--- config.mk ---
export PLATFORM = sky130hd
export DESIGN_NAME = writeback_arbiter
export DESIGN_NICKNAME = d
export VERILOG_FILES = /design/src/rtl/writeback_arbiter.sv
export SDC_FILE = /design/constraint.sdc
export NUM_CORES = 1
export LEC_CHECK = 0
export CELL_PAD_IN_SITES_DETAIL_PLACEMENT = 2
export CELL_PAD_IN_SITES_GLOBAL_PLACEMENT = 2
export CORE_ASPECT_RATIO = 1.4
export CORE_MARGIN = 4
export CORE_UTILIZATION = 33
export DETAILED_ROUTE_END_ITERATION = 16
export GPL_TIMING_DRIVEN = 0
export PLACE_DENSITY = 0.79
export REMOVE_ABC_BUFFERS = 1
export SLEW_MARGIN = 20
export SYNTH_ARGS = -nofsm -noshare
export SYNTH_HDL_FRONTEND = slang
export SYNTH_SLANG_ARGS = --single-unit
--- constraint.sdc ---
create_clock -name clk -period 3.9 [get_ports clk]
set_input_delay 0.78 -clock clk [delete_from_list [all_inputs] [get_ports clk]]
set_output_delay 0.78 -clock clk [all_outputs]
set_load 0.05 [all_outputs]
--- src/rtl/writeback_arbiter.sv ---
// Register-file write-port arbiter: pipeline writeback has priority, muldiv results drain from a FIFO.
// Latency: 1 cycle from selection to w_*; an accepted muldiv result reaches w_* no earlier than 2 cycles later.
// Backpressure: md_ready drops when the FIFO is full or clk_enable is low; the pipeline is never stalled here.
module writeback_arbiter #(
   parameter int DEPTH  = 2,
   parameter int ADDR_W = 5,
   parameter int DATA_W = 32
) (
   input  logic              clk,
   input  logic              reset,
   input  logic              clk_enable,
   input  logic              pipe_valid,
   input  logic [ADDR_W-1:0] pipe_address,
   input  logic [DATA_W-1:0] pipe_data,
   input  logic              md_issue,
   input  logic [ADDR_W-1:0] md_issue_address,
   input  logic              md_valid,
   input  logic [ADDR_W-1:0] md_address,
   input  logic [DATA_W-1:0] md_data,
   output logic              md_ready,
   input  logic [ADDR_W-1:0] r_address1,
   input  logic [ADDR_W-1:0] r_address2,
   output logic              stall,
   output logic              w_enable,
   output logic [ADDR_W-1:0] w_address,
   output logic [DATA_W-1:0] w_data
);

   localparam int PTR_W = (DEPTH > 1) ? $clog2(DEPTH) : 1;
   localparam int CNT_W = $clog2(DEPTH + 1);
   localparam int NREG  = 1 << ADDR_W;

   logic [ADDR_W-1:0] fifo_addr [DEPTH];
   logic [DATA_W-1:0] fifo_data [DEPTH];
   logic [PTR_W-1:0]  rd_ptr;
   logic [PTR_W-1:0]  wr_ptr;
   logic [CNT_W-1:0]  count;
   logic [NREG-1:0]   pending;
   logic [NREG-1:0]   pending_next;

   logic              pipe_write;
   logic              fifo_empty;
   logic              enq;
   logic              pop;
   logic [ADDR_W-1:0] head_addr;
   logic [DATA_W-1:0] head_data;

   // md_ready depends only on state and clk_enable, never on md_valid.
   assign md_ready   = clk_enable && (count != CNT_W'(DEPTH));
   assign pipe_write = pipe_valid && (pipe_address != '0);
   assign fifo_empty = (count == '0);
   // Results addressed to r0 are accepted and silently dropped.
   assign enq        = md_valid && md_ready && (md_address != '0);
   // FIFO only drains into cycles the pipeline leaves idle.
   assign pop        = clk_enable && !pipe_write && !fifo_empty;
   assign head_addr  = fifo_addr[rd_ptr];
   assign head_data  = fifo_data[rd_ptr];

   // FIFO storage: payload needs no reset, validity is tracked by count.
   always_ff @(posedge clk) begin
      if (enq) begin
         fifo_addr[wr_ptr] <= md_address;
         fifo_data[wr_ptr] <= md_data;
      end
   end

   // FIFO pointers and occupancy; pointers wrap naturally since DEPTH is a power of two.
   always_ff @(posedge clk or posedge reset) begin
      if (reset) begin
         rd_ptr <= '0;
         wr_ptr <= '0;
         count  <= '0;
      end else if (clk_enable) begin
         if (enq) wr_ptr <= wr_ptr + 1'b1;
         if (pop) rd_ptr <= rd_ptr + 1'b1;
         case ({enq, pop})
            2'b10:   count <= count + 1'b1;
            2'b01:   count <= count - 1'b1;
            default: count <= count;
         endcase
      end
   end

   // Write-port selection: pipeline first, then FIFO head; address/data hold when idle.
   always_ff @(posedge clk or posedge reset) begin
      if (reset) begin
         w_enable  <= 1'b0;
         w_address <= '0;
         w_data    <= '0;
      end else if (clk_enable) begin
         if (pipe_write) begin
            w_enable  <= 1'b1;
            w_address <= pipe_address;
            w_data    <= pipe_data;
         end else if (pop) begin
            w_enable  <= 1'b1;
            w_address <= head_addr;
            w_data    <= head_data;
         end else begin
            w_enable  <= 1'b0;
         end
      end
   end

   // Scoreboard next state: clear on pop of that register, then set on issue so set wins.
   always_comb begin
      pending_next = pending;
      if (pop) pending_next[head_addr] = 1'b0;
      if (md_issue && (md_issue_address != '0)) pending_next[md_issue_address] = 1'b1;
      pending_next[0] = 1'b0;
   end

   // Scoreboard register.
   always_ff @(posedge clk or posedge reset) begin
      if (reset) begin
         pending <= '0;
      end else if (clk_enable) begin
         pending <= pending_next;
      end
   end

   // Decode stall from registered scoreboard only; r0 never stalls.
   always_comb begin
      stall = ((r_address1 != '0) && pending[r_address1]) ||
              ((r_address2 != '0) && pending[r_address2]);
   end

endmodule

==> metrics.txt <==
worst path bufs/invs 3; Initial Util 33.7%; postcts setup bufs 0; WHS Path Cells 2; CP Max Fanout 9; most area-hungry cell type in the Yosys netlist edfxtp_1; share of post-route cells with drive strength above 1 8.80%; grt ovf 0; Unique masters post-synth 45; largest net degree at the start of global routing 76; dominant synthesized flop cell edfxtp_1; CTS tree built; routed wire length 20,400 um; CP max stage cell clkdlybuf4s50_1; CTS Root Cell clkbuf_16; cell area after synthesis 6500 um^2; site row count 60; Wirelength per Cell 21.7 um; setup ws final 0.303 ns; Worst setup SP type primary input; max_slew headroom 51.2%; synth warn 0; CP cell instances clkdlybuf4s50_1, mux4_2, inv_1, a2111oi_1, a31oi_1, nand4_1, clkbuf_2; Tot Pwr 5.83 mW; Reg2Reg Depth 4; First DRT Iteration DRCs 161; top cells by area in the synthesized netlist edfxtp_1 34%, dfrtp_1 28%, o21ai_0 7.4%; DP HPWL 14,400 um; clock sink total 147; core box area 19,300 um^2; Die Height 174 um; WP data required 3.12 ns; area grow syn2layout 34.1%; WP data arrival 2.82 ns; most frequent cells in the layout 130 x clkdlybuf4s50_1, 96 x o21ai_0, 74 x edfxtp_1; Fmax 278 MHz; Vias 4,937; clk_lat worst skew 0.42 ns; pwr dens 669 nW/um^2; skew final 0.0128 ns; Max clock buf depth 2; Post-synth EDFFs 74; H-tree Lvls 4; final hold vios 0; die area 22,000 um^2; Critical Path Max Stage Delay 0.62 ns; max-slew violations 0; drt first pass iters 5; status completed; Boundary Pins 135; critical path's top delay family buffers and inverters; cell count after synthesis 551; Tot GR Track Use 19.0%; die width 127 um; FF+latch count, synth 147; WP depth 7; Fill cells 1,942; Via-to-Cell Ratio 5.25; dpl ws -0.463 ns; ANT cells 0; CTS clk-pin slew, worst paths 0.07 ns; Synth top area share 34.2%; Async S/R FF share, synth 49.7%; Final min period 3.60 ns; worst-case vdd ir drop 349 uV; DRC Markers 0; critical path class in -> out; Mapped Avg Cell Area 11.8 um^2; Port Buf Inserts 134; Max Cap Viol 0; GPL Wtd Cong 0.810; first-pass GRT wire length 32,800 um; crit end category output pin; Hold WC Path Type reg -> reg; initial antenna violation count 1; RSZ-0062 raised after global routing false; Setup-failing EPs final 0; internal reg-to-reg setup slack 1.18 ns; commonest non-fill, non-tap cell in the layout clkdlybuf4s50_1; period utilization 92.2%; Layout Nets 776; sequential cell area fraction in the yosys report 62.3%; Hold Worst Slack 0.499 ns; Routed Antenna Nets 0; Final Util 45.2%; Pleak 3.31 nW; number of global-route vias before repair 5,820; Slew @ Worst Pin 0.712 ns; CTS Buf Count 17
==> where the power goes <==
group,internal (mW),total (mW),leakage (nW),switching (mW)
clock network,0.950,1.61,0.286,0.661
logic,0.724,1.90,1.44,1.18
registers,2.00,2.32,1.59,0.322
==> synth_stat cells, types with 2 or more instances <==
cell type  count
o21ai_0       96
edfxtp_1      74
dfrtp_1       73
nand2_1       56
nor2_1        48
a21oi_1       41
mux2i_1       39
clkbuf_1      11
mux4_2        10
nand3_1       10
nor2b_1       10
inv_1          9
buf_2          8
nand2b_1       7
mux2_2         6
nand4_1        6
nand3b_1       4
a2111oi_0      3
buf_1          3
buf_4          3
nor3_1         3
xor2_1         3
a311oi_1       2
buf_6          2
o41ai_1        2
or3_1          2
xnor2_1        2
==> final cells by class <==
type                       count  area [um^2]  area share (%)
multi-input combinational    367         2300            26.4
sequential                   147         4050            46.5
tap                          248          310            3.56
inverter                       9         36.3           0.416
clock buffer                  18          429            4.92
clock inverter                14          149            1.71
timing repair buffer         138         1440            16.5
==> metrics by stage <==
step                      setup TNS [ns]  cells  area (um^2)
after CTS                              0    941         8720
final                                  0    941         8710
after global routing                   0    941         8710
after floorplan                   -12.23    523         6360
after detailed placement          -0.463    909         8140
after global placement           -100.87    905         8010
==> path summary, 6_finish.rpt <==
check | end | start
worst max-delay path | stall | r_address2[2]
worst min-delay path | w_data[18] | w_data[18]
worst max register to register | pending[2] | rd_ptr
worst min register to register | w_data[18] | w_data[18]
max in group asynchronous | rd_ptr | reset
min in group asynchronous | w_address[2] | reset
==> metal layers <==
metal | vias up | GRT usage [%] | part of all wire [%]
li1 | 2266 | - | -
met1 | 2515 | 20.0 | 36
met2 | 123 | 35.4 | 56
met3 | 31 | 5.81 | 6.2
met4 | 2 | 6.22 | 1.7
met5 | - | 0 | 0.059
==> flip-flops by register name, indices dropped and copies added, names as in the netlist <==
name,flops
pending,31
w_enable,1
w_address,5
count,2
w_data,32
wr_ptr,1
rd_ptr,1
fifo_addr,10
fifo_data,64
==> repair_timing <==
action / in CTS / in global routing
endpoints found under the setup margin: 1 / 2
resized for setup: 4 / 3
hold buffers: 0 / 0
==> cells by family (layout without fill, tap and decap cells) <==
group,Yosys count,in the layout,synth area share [%]
xor+xnor,5,5,0.674
buf+inv,37,179,2.71
simple gates,151,151,10.7
compound gates,155,155,12.9
flops,147,147,62.3
fa+ha+maj,1,1,0.192
mux,55,55,10.5
==> worst min-delay path, stage by stage, from the launching register on <==
cell and delay [ns]:
dfrtp_1 0.35, nand2_1 0.05, o21ai_0 0.06
Power figures use the tool's default switching activity.
